File: config.mk
export PLATFORM = sky130hd
export DESIGN_NAME = decode_issue_stage
export DESIGN_NICKNAME = d
export VERILOG_FILES = /design/src/rtl/decode_issue_stage_pkg.sv /design/src/rtl/decode_issue_stage_classifier.sv /design/src/rtl/decode_issue_stage.sv
export SDC_FILE = /design/constraint.sdc
export NUM_CORES = 1
export LEC_CHECK = 0
export CORE_MARGIN = 2
export CORE_UTILIZATION = 25
export DETAILED_ROUTE_END_ITERATION = 8
export GPL_ROUTABILITY_DRIVEN = 0
export MAX_ROUTING_LAYER = met4
export PLACE_DENSITY = 0.43
export SLEW_MARGIN = 40
export SYNTH_ARGS = -nofsm -noshare
export SYNTH_HDL_FRONTEND = slang
export SYNTH_SLANG_ARGS = --single-unit
File: constraint.sdc
create_clock -name clock_i -period 6.3 [get_ports clock_i]
set_input_delay 1.575 -clock clock_i [delete_from_list [all_inputs] [get_ports clock_i]]
set_output_delay 1.575 -clock clock_i [all_outputs]
set_load 0.05 [all_outputs]
File: src/rtl/decode_issue_stage_pkg.sv
`default_nettype none
// ============================================================================
// Module   : decode_issue_stage_pkg
// Purpose  : Shared types and constants for the decode/issue stage.
//            - pipe class and issue-state enumerations
//            - opcode table used by pipe_classifier
//            - register-field positions inside an instruction word
// Revision : 1.0 - initial release
// ============================================================================
package decode_issue_stage_pkg;

  // Pipe class of one instruction. STOP is a distinct class so the stage can
  // force a split and halt after it issues.
  typedef enum logic [1:0] {
    EVEN = 2'd0,
    ODD  = 2'd1,
    STOP = 2'd2
  } pipe_t;

  typedef enum logic [1:0] {
    PAIR   = 2'd0,
    SECOND = 2'd1,
    HALT   = 2'd2
  } issue_state_t;

  // Register fields. The architecture numbers bits big-endian (bit 0 = MSB):
  // RT = 25:31, RA = 18:24, RB = 11:17. Below are the little-endian indices.
  localparam int RT_LSB = 0;
  localparam int RT_MSB = 6;
  localparam int RA_LSB = 7;
  localparam int RA_MSB = 13;
  localparam int RB_LSB = 14;
  localparam int RB_MSB = 20;

  // 11-bit opcodes (RR / RI7 formats)
  localparam logic [10:0] OP_A    = 11'b00011000000;
  localparam logic [10:0] OP_SF   = 11'b00001000000;
  localparam logic [10:0] OP_AND  = 11'b00011000001;
  localparam logic [10:0] OP_OR   = 11'b00001000001;
  localparam logic [10:0] OP_XOR  = 11'b01001000001;
  localparam logic [10:0] OP_SHLI = 11'b00001111011;
  localparam logic [10:0] OP_NOP  = 11'b01000000001;
  localparam logic [10:0] OP_LNOP = 11'b00000000001;
  localparam logic [10:0] OP_STOP = 11'b00000000000;
  localparam logic [10:0] OP_LQX  = 11'b00111000100;
  localparam logic [10:0] OP_STQX = 11'b00101000100;
  localparam logic [10:0] OP_BI   = 11'b00110101000;

  // 9-bit opcodes (RI16 format)
  localparam logic [8:0] OP_IL  = 9'b010000001;
  localparam logic [8:0] OP_LQA = 9'b001100001;
  localparam logic [8:0] OP_BR  = 9'b001100100;

  // 8-bit opcodes (RI10 format)
  localparam logic [7:0] OP_LQD  = 8'b00110100;
  localparam logic [7:0] OP_STQD = 8'b00100100;
  localparam logic [7:0] OP_AI   = 8'b00011100;

  // 7-bit opcodes (RI18 format)
  localparam logic [6:0] OP_ILA  = 7'b0100001;
  localparam logic [6:0] OP_HBRA = 7'b0001000;

  // 4-bit opcodes (RRR format)
  localparam logic [3:0] OP_FMA = 4'b1110;

  // STOP travels through the odd slot; only EVEN uses the even slot.
  function automatic logic uses_odd_slot(input pipe_t p);
    return (p != EVEN);
  endfunction

endpackage
`default_nettype wire

File: src/rtl/decode_issue_stage_classifier.sv
`default_nettype none
// ============================================================================
// Module   : pipe_classifier
// Purpose  : Combinational opcode decode to pipe class and RT-write flag.
// Ports    : inst_i      - instruction word
//            pipe_o      - EVEN / ODD / STOP
//            writes_rt_o - instruction writes its RT field
// Revision : 1.0 - initial release
// ============================================================================
module pipe_classifier
  import decode_issue_stage_pkg::*;
#(
  parameter int INST_W = 32
) (
  input  logic [INST_W-1:0] inst_i,
  output pipe_t             pipe_o,
  output logic              writes_rt_o
);

  logic [10:0] op11;
  logic [8:0]  op9;
  logic [7:0]  op8;
  logic [6:0]  op7;
  logic [3:0]  op4;
  logic        hit;
  logic        unused_fields;

  assign op11 = inst_i[INST_W-1 -: 11];
  assign op9  = inst_i[INST_W-1 -: 9];
  assign op8  = inst_i[INST_W-1 -: 8];
  assign op7  = inst_i[INST_W-1 -: 7];
  assign op4  = inst_i[INST_W-1 -: 4];

  assign unused_fields = ^inst_i[INST_W-12:0];

  // Longest opcode first so a long code is never shadowed by a shorter one.
  always_comb begin
    pipe_o      = EVEN;
    writes_rt_o = 1'b0;
    hit         = 1'b1;
    case (op11)
      OP_A, OP_SF, OP_AND, OP_OR, OP_XOR, OP_SHLI: writes_rt_o = 1'b1;
      OP_NOP:  pipe_o = EVEN;
      OP_LNOP: pipe_o = ODD;
      OP_STOP: pipe_o = STOP;
      OP_LQX:  begin pipe_o = ODD; writes_rt_o = 1'b1; end
      OP_STQX, OP_BI: pipe_o = ODD;
      default: hit = 1'b0;
    endcase
    if (!hit) begin
      hit = 1'b1;
      case (op9)
        OP_IL:  writes_rt_o = 1'b1;
        OP_LQA: begin pipe_o = ODD; writes_rt_o = 1'b1; end
        OP_BR:  pipe_o = ODD;
        default: hit = 1'b0;
      endcase
    end
    if (!hit) begin
      hit = 1'b1;
      case (op8)
        OP_LQD:  begin pipe_o = ODD; writes_rt_o = 1'b1; end
        OP_STQD: pipe_o = ODD;
        OP_AI:   writes_rt_o = 1'b1;
        default: hit = 1'b0;
      endcase
    end
    if (!hit) begin
      hit = 1'b1;
      case (op7)
        OP_ILA:  writes_rt_o = 1'b1;
        OP_HBRA: pipe_o = ODD;
        default: hit = 1'b0;
      endcase
    end
    if (!hit) begin
      // Anything still unmatched falls back to EVEN without an RT write.
      if (op4 == OP_FMA) writes_rt_o = 1'b1;
    end
  end

endmodule
`default_nettype wire

File: src/rtl/decode_issue_stage.sv
`default_nettype none
// ============================================================================
// Module   : decode_issue_stage
// Purpose  : Classifies the fetched instruction pair, applies dual-issue
//            rules and drives registered even/odd issue slots. Pairs that
//            cannot dual-issue are split over two cycles with fetch stalled.
// Ports    : clock_i, reset_i (sync, active-high)
//            pc_input_i, first_inst_i, second_inst_i, fetch_valid_i - pair
//            stall_in_i (downstream hold), flush_i (redirect)
//            even_*_o / odd_*_o - registered issue slots
//            stall_fetch_o (combinational), halted_o
// Revision : 1.0 - initial release
// ============================================================================
module decode_issue_stage
  import decode_issue_stage_pkg::*;
#(
  parameter int INST_W    = 32,
  parameter int ADDR_W    = 32,
  parameter int REG_IDX_W = 7
) (
  input  logic              clock_i,
  input  logic              reset_i,
  input  logic [ADDR_W-1:0] pc_input_i,
  input  logic [INST_W-1:0] first_inst_i,
  input  logic [INST_W-1:0] second_inst_i,
  input  logic              fetch_valid_i,
  input  logic              stall_in_i,
  input  logic              flush_i,
  output logic [INST_W-1:0] even_inst_o,
  output logic [ADDR_W-1:0] even_pc_o,
  output logic              even_valid_o,
  output logic [INST_W-1:0] odd_inst_o,
  output logic [ADDR_W-1:0] odd_pc_o,
  output logic              odd_valid_o,
  output logic              stall_fetch_o,
  output logic              halted_o
);

  localparam logic [ADDR_W-1:0] PC_STEP = ADDR_W'(4);

  issue_state_t      state_q, state_d;
  logic [INST_W-1:0] even_inst_q, even_inst_d, odd_inst_q, odd_inst_d;
  logic [ADDR_W-1:0] even_pc_q, even_pc_d, odd_pc_q, odd_pc_d;
  logic              even_valid_q, even_valid_d, odd_valid_q, odd_valid_d;
  logic [INST_W-1:0] hold_inst_q, hold_inst_d;
  logic [ADDR_W-1:0] hold_pc_q, hold_pc_d;
  pipe_t             hold_pipe_q, hold_pipe_d;
  logic              halted_q, halted_d;

  pipe_t                pipe0, pipe1;
  logic                 wr0, wr1;
  logic [REG_IDX_W-1:0] i0_rt, i1_ra, i1_rb;
  logic [ADDR_W-1:0]    pc_second;
  logic                 raw_hazard, split;
  logic                 unused_wr1;

  pipe_classifier #(.INST_W(INST_W)) u_cls0 (
    .inst_i      (first_inst_i),
    .pipe_o      (pipe0),
    .writes_rt_o (wr0)
  );

  pipe_classifier #(.INST_W(INST_W)) u_cls1 (
    .inst_i      (second_inst_i),
    .pipe_o      (pipe1),
    .writes_rt_o (wr1)
  );

  // I1 never feeds a later instruction inside the pair.
  assign unused_wr1 = wr1;

  assign i0_rt     = first_inst_i[RT_MSB:RT_LSB];
  assign i1_ra     = second_inst_i[RA_MSB:RA_LSB];
  assign i1_rb     = second_inst_i[RB_MSB:RB_LSB];
  assign pc_second = pc_input_i + PC_STEP;

  // RA/RB compared regardless of I1 format: a false hazard only costs a cycle.
  assign raw_hazard = wr0 && ((i1_ra == i0_rt) || (i1_rb == i0_rt));
  assign split      = (pipe0 == pipe1) || raw_hazard ||
                      (pipe0 == STOP) || (pipe1 == STOP);

  always_comb begin
    state_d       = state_q;
    even_inst_d   = even_inst_q;
    even_pc_d     = even_pc_q;
    even_valid_d  = even_valid_q;
    odd_inst_d    = odd_inst_q;
    odd_pc_d      = odd_pc_q;
    odd_valid_d   = odd_valid_q;
    hold_inst_d   = hold_inst_q;
    hold_pc_d     = hold_pc_q;
    hold_pipe_d   = hold_pipe_q;
    halted_d      = halted_q;
    stall_fetch_o = 1'b0;

    if (flush_i && (state_q != HALT)) begin
      even_valid_d = 1'b0;
      odd_valid_d  = 1'b0;
      state_d      = PAIR;
      hold_inst_d  = '0;
      hold_pc_d    = '0;
      hold_pipe_d  = EVEN;
    end else if (stall_in_i) begin
      stall_fetch_o = 1'b1;
    end else begin
      case (state_q)
        PAIR: begin
          even_valid_d = 1'b0;
          odd_valid_d  = 1'b0;
          if (fetch_valid_i) begin
            if (split) begin
              stall_fetch_o = 1'b1;
              if (uses_odd_slot(pipe0)) begin
                odd_inst_d  = first_inst_i;
                odd_pc_d    = pc_input_i;
                odd_valid_d = 1'b1;
              end else begin
                even_inst_d  = first_inst_i;
                even_pc_d    = pc_input_i;
                even_valid_d = 1'b1;
              end
              if (pipe0 == STOP) begin
                // I1 is dropped: nothing after a stop may issue.
                state_d  = HALT;
                halted_d = 1'b1;
              end else begin
                hold_inst_d = second_inst_i;
                hold_pc_d   = pc_second;
                hold_pipe_d = pipe1;
                state_d     = SECOND;
              end
            end else begin
              // No split implies exactly one EVEN and one ODD instruction.
              even_valid_d = 1'b1;
              odd_valid_d  = 1'b1;
              if (pipe0 == EVEN) begin
                even_inst_d = first_inst_i;
                even_pc_d   = pc_input_i;
                odd_inst_d  = second_inst_i;
                odd_pc_d    = pc_second;
              end else begin
                even_inst_d = second_inst_i;
                even_pc_d   = pc_second;
                odd_inst_d  = first_inst_i;
                odd_pc_d    = pc_input_i;
              end
            end
          end
        end

        SECOND: begin
          // Fetch still presents the same pair this cycle; it is ignored.
          even_valid_d = 1'b0;
          odd_valid_d  = 1'b0;
          if (uses_odd_slot(hold_pipe_q)) begin
            odd_inst_d  = hold_inst_q;
            odd_pc_d    = hold_pc_q;
            odd_valid_d = 1'b1;
          end else begin
            even_inst_d  = hold_inst_q;
            even_pc_d    = hold_pc_q;
            even_valid_d = 1'b1;
          end
          if (hold_pipe_q == STOP) begin
            state_d  = HALT;
            halted_d = 1'b1;
          end else begin
            state_d = PAIR;
          end
        end

        HALT: begin
          even_valid_d  = 1'b0;
          odd_valid_d   = 1'b0;
          stall_fetch_o = 1'b1;
        end

        default: state_d = PAIR;
      endcase
    end
  end

  always_ff @(posedge clock_i) begin
    if (reset_i) begin
      state_q      <= PAIR;
      even_inst_q  <= '0;
      even_pc_q    <= '0;
      even_valid_q <= 1'b0;
      odd_inst_q   <= '0;
      odd_pc_q     <= '0;
      odd_valid_q  <= 1'b0;
      hold_inst_q  <= '0;
      hold_pc_q    <= '0;
      hold_pipe_q  <= EVEN;
      halted_q     <= 1'b0;
    end else begin
      state_q      <= state_d;
      even_inst_q  <= even_inst_d;
      even_pc_q    <= even_pc_d;
      even_valid_q <= even_valid_d;
      odd_inst_q   <= odd_inst_d;
      odd_pc_q     <= odd_pc_d;
      odd_valid_q  <= odd_valid_d;
      hold_inst_q  <= hold_inst_d;
      hold_pc_q    <= hold_pc_d;
      hold_pipe_q  <= hold_pipe_d;
      halted_q     <= halted_d;
    end
  end

  assign even_inst_o  = even_inst_q;
  assign even_pc_o    = even_pc_q;
  assign even_valid_o = even_valid_q;
  assign odd_inst_o   = odd_inst_q;
  assign odd_pc_o     = odd_pc_q;
  assign odd_valid_o  = odd_valid_q;
  assign halted_o     = halted_q;

endmodule
`default_nettype wire

==> reports/summary.md <==
## Outcome
* outcome: finished clean

## Final layout
* fillcell total: 4554
* footprint of the multi-input gates: 6382 um^2
* layout cells sized above 1: 7.250%
* FF/Latch Area: 3984 um^2
* net count of the finished layout: 1558
* Syn-to-layout area delta: 33.89%

## Route
* Residual DRC: 0
* vias post-DR: 10560
* number of vias per cell after detailed routing: 5.155
* final routed wire length divided by cell count: 21.41 um
* number of nets with antenna violations after routing: 0
* count of TritonRoute iterations in the first routing pass: 5
* DRT Wirelength: 43870 um
* Initial DRC Count: 712

## Die
* horizontal extent of the die: 211.9 um
* Core Box Area: 42890 um^2
* vertical die dimension: 211.9 um
* Total Die Area: 44900 um^2
* top-level I/O count: 233
* row count: 76
* Initial Utilization: 25.20%

## STA
* setup clock skew after layout: 0.01207 ns
* unrepaired setup endpoints after global routing: no
* max-slew violations: 0
* Worst Tran Pin Value: 0.8199 ns
* total negative slack: 0 ns
* final hold viol count: 0
* minimum period implied by the final worst setup slack: 5.790 ns
* share of the clock period used by the worst path after layout: 91.91%
* final-report setup violation count: 0
* normalized max-slew margin: 45.34%
* maximum clock rate: 172.7 MHz

## Power and ir drop
* clock network fraction of design power: 38.4%
* part of the power in combinational logic: 19.2%
* Seq pwr share: 42.4%
* switching power total: 0.9279 mW
* internal power consumption: 2.208 mW
* switching share of power: 29.59%
* VDD IR max: 148.8 uV
* Static Leakage: 4.426 nW
* areal power density over the cells: 216.7 nW/um^2
* Final Total Pwr: 3.136 mW

## Setup path
* slowest cell on the critical path: sky130_fd_sc_hd__clkdlybuf4s50_1
* top cell family by delay on the critical path: simple AND/OR/NAND/NOR gates
* data required time at the worst endpoint: 4.72 ns
* critical path's largest stage delay: 0.66 ns
* sort of element at the end of the critical path: output pin
* Buf/Inv on CP: 2
* maximum fanout count along the critical path: 11
* cells along the critical path: clkdlybuf4s50_1 > nor3_1 > nand4_1 > or2_2 > a31oi_2 > xnor2_1 > nand2_1 > nand3_1 > a21oi_1 > buf_12
* CP Data Arrival Time: 4.22 ns
* kind of start point of the critical path: input pin
* critical path type: in -> out

## CTS
* largest buffer count on any clock path: 2
* post-cts hold buffer count: 0
* H-Tree Level Count: 4
* CTS buffer count: 17
* CTS tree: yes
* Post CTS Setup Buffer Count: 0
* clock transition time at the flip-flop clock pins of the worst setup and hold paths: 0.07 ns
* Root Driver: sky130_fd_sc_hd__clkbuf_16
* clock sink count: 199
* number of gates given a new drive strength after cts: 0
* worst skew pair latency: 0.46 ns

## Logic synthesis
* post-synthesis instance area: 10810 um^2
* fraction of registers with async set/reset: 0%
* most frequent cell after synthesis: sky130_fd_sc_hd__dfxtp_1
* share of synthesized area occupied by flip-flops and latches: 36.87%
* Yosys warning count: 0
* number of distinct library cells after synthesis: 69
* cell type with the largest total area after synthesis: sky130_fd_sc_hd__dfxtp_1
* flip-flop and latch count after synthesis: 199
* area fraction of the dominant cell type after synthesis: 36.87%
* top cells by area, synth: sky130_fd_sc_hd__dfxtp_1 37%, sky130_fd_sc_hd__mux2i_1 6.9%, sky130_fd_sc_hd__a32o_1 6.6%
* number of nets produced by synthesis: 1384
* most used standard cells in the synthesized netlist: 199 x sky130_fd_sc_hd__dfxtp_1, 117 x sky130_fd_sc_hd__nor2_1, 107 x sky130_fd_sc_hd__nand2_1
* number of standard cells after synthesis: 1278
* leading register cell type out of synthesis: sky130_fd_sc_hd__dfxtp_1
* number of enable-type register cells in the synthesized netlist: 0
* Synth Area per Inst: 8.455 um^2

## Global route
* total congestion overflow: 0
* number of antenna violations at the first check in global routing: 2
* GR Util All Layers: 20.02%
* via count of the first global-routing pass: 10400
* first-pass GRT wire length: 65410 um
* maximum number of pins on one net before global-route repair: 70

## Placement
* count of buffers from port buffering: 232
* hpwl dp: 29110 um

## Min path
* path class of the lowest-slack min-delay path: reg -> reg

## Job
* Max Cap Viol: 0

-- worst paths after layout --
check	startpoint	end	slack [ns]	depth (start not counted)
max	first_inst_i[25]	stall_fetch_o	0.51	10
min	hold_inst_q[9]$_SDFFE_PP0P_	hold_inst_q[9]$_SDFFE_PP0P_	0.45	2
max reg2reg	state_q[1]$_SDFFE_PP0P_	even_inst_o[13]$_SDFFE_PP0P_	2.39	10
min reg2reg	hold_inst_q[9]$_SDFFE_PP0P_	hold_inst_q[9]$_SDFFE_PP0P_	0.45	2
-- power by group through the flow --
stage | clock network (mW) | logic, mW | registers (mW)
2_1_floorplan | 0 | 0.253 | 1.45
3_3_place_gp | 0 | 0.602 | 1.36
3_5_place_dp | 0 | 0.604 | 1.36
4_1_cts | 1.24 | 0.606 | 1.33
5_1_grt | 1.29 | 0.647 | 1.33
6_report | 1.20 | 0.603 | 1.33
-- metrics by stage --
| stage | util, % | instance area, um^2 | cells | worst slack, ns | hold WS, ns |
|---|---|---|---|---|---|
| after floorplan | - | 10810 | 1278 | 0.9279 | 0.4312 |
| after global placement | 32.17 | 13800 | 2016 | 0.5323 | 0.4379 |
| after detailed placement | 32.21 | 13810 | 2017 | 0.5375 | 0.4422 |
| after CTS | 33.66 | 14430 | 2046 | 0.5090 | 0.4523 |
| after global routing | 33.74 | 14470 | 2049 | 0.2471 | 0.4668 |
| final | 33.74 | 14470 | 2049 | 0.5099 | 0.4522 |
-- worst register-to-register path, stage by stage (launching register included) --
cell and delay (ns):
sky130_fd_sc_hd__dfxtp_1 0.34, sky130_fd_sc_hd__inv_1 0.12, sky130_fd_sc_hd__ha_4 0.63, sky130_fd_sc_hd__inv_1 0.51, sky130_fd_sc_hd__o21ai_0 0.29, sky130_fd_sc_hd__nand2_1 0.21
sky130_fd_sc_hd__a211oi_1 0.57, sky130_fd_sc_hd__a31oi_1 0.28, sky130_fd_sc_hd__nor2_4 0.14, sky130_fd_sc_hd__buf_4 0.50, sky130_fd_sc_hd__a32o_1 0.29
-- cells in the final DEF, fill, tap and decap left out, types with 5 or more instances in the layout --
master                            synthesis  routed
sky130_fd_sc_hd__clkdlybuf4s50_1          0     230
sky130_fd_sc_hd__mux2i_1                 74      74
sky130_fd_sc_hd__a21oi_1                 71      71
sky130_fd_sc_hd__nor4_1                  19      18
sky130_fd_sc_hd__a32o_1                  71      71
sky130_fd_sc_hd__nand4_1                  9       9
sky130_fd_sc_hd__nand2b_1                43      43
sky130_fd_sc_hd__xor2_1                  26      25
sky130_fd_sc_hd__o32ai_1                 24      24
sky130_fd_sc_hd__clkbuf_8                 0       6
sky130_fd_sc_hd__buf_12                   0       6
sky130_fd_sc_hd__buf_4                    3      31
sky130_fd_sc_hd__nor2_1                 117     117
sky130_fd_sc_hd__or2_2                   10      10
sky130_fd_sc_hd__or3_1                    5       5
sky130_fd_sc_hd__nand2_1                107     106
sky130_fd_sc_hd__nor2b_1                 25      25
sky130_fd_sc_hd__inv_1                   18      18
sky130_fd_sc_hd__dfxtp_1                199     199
sky130_fd_sc_hd__o31ai_1                  9       9
sky130_fd_sc_hd__xnor2_1                 55      55
sky130_fd_sc_hd__and3_1                  11      11
sky130_fd_sc_hd__o21ai_0                 11      10
sky130_fd_sc_hd__clkbuf_16                0      17
sky130_fd_sc_hd__nor3_1                  72      71
sky130_fd_sc_hd__a211oi_1                72      72
sky130_fd_sc_hd__o31a_1                   5       5
sky130_fd_sc_hd__nand3_1                 26      26
sky130_fd_sc_hd__or4_1                   11      11
-- flip-flops by register name (all words and copies together) (netlist names), 2 cells and up --
signal and cells:
even_inst_o 32, even_pc_o 32, hold_inst_q 32, hold_pc_q 32, hold_pipe_q 2, odd_inst_o 32
odd_pc_o 32, state_q 2
-- logic make-up (layout without fill, tap and decap cells) --
logic type	count (synthesis)	count (layout)	synth area share, %
mux	74	74	6.855
buf+inv	132	316	5.245
simple gates	482	482	22.30
other cells	0	2	0
flops	199	199	36.87
fa+ha+maj	5	5	0.5790
compound gates	305	305	21.58
xor+xnor	81	81	6.566
-- per-layer routing --
metal / routed length (um) / GRT usage, %
met3: 1828 / 3.323
met5: 0 / -
met1: 20910 / 26.50
met2: 20410 / 31.36
met4: 717 / 5.804
-- layout make-up --
class / instances / area share (%)
multi-input cells: 947 / 44.11
inverters: 18 / 0.4670
diodes: 2 / 0.03459
well taps: 585 / 5.059
clock buffers: 23 / 3.511
repair buffers: 269 / 18.49
flip-flops and latches: 199 / 27.54
clock inverters: 6 / 0.7870
Power figures use the tool's default switching activity.
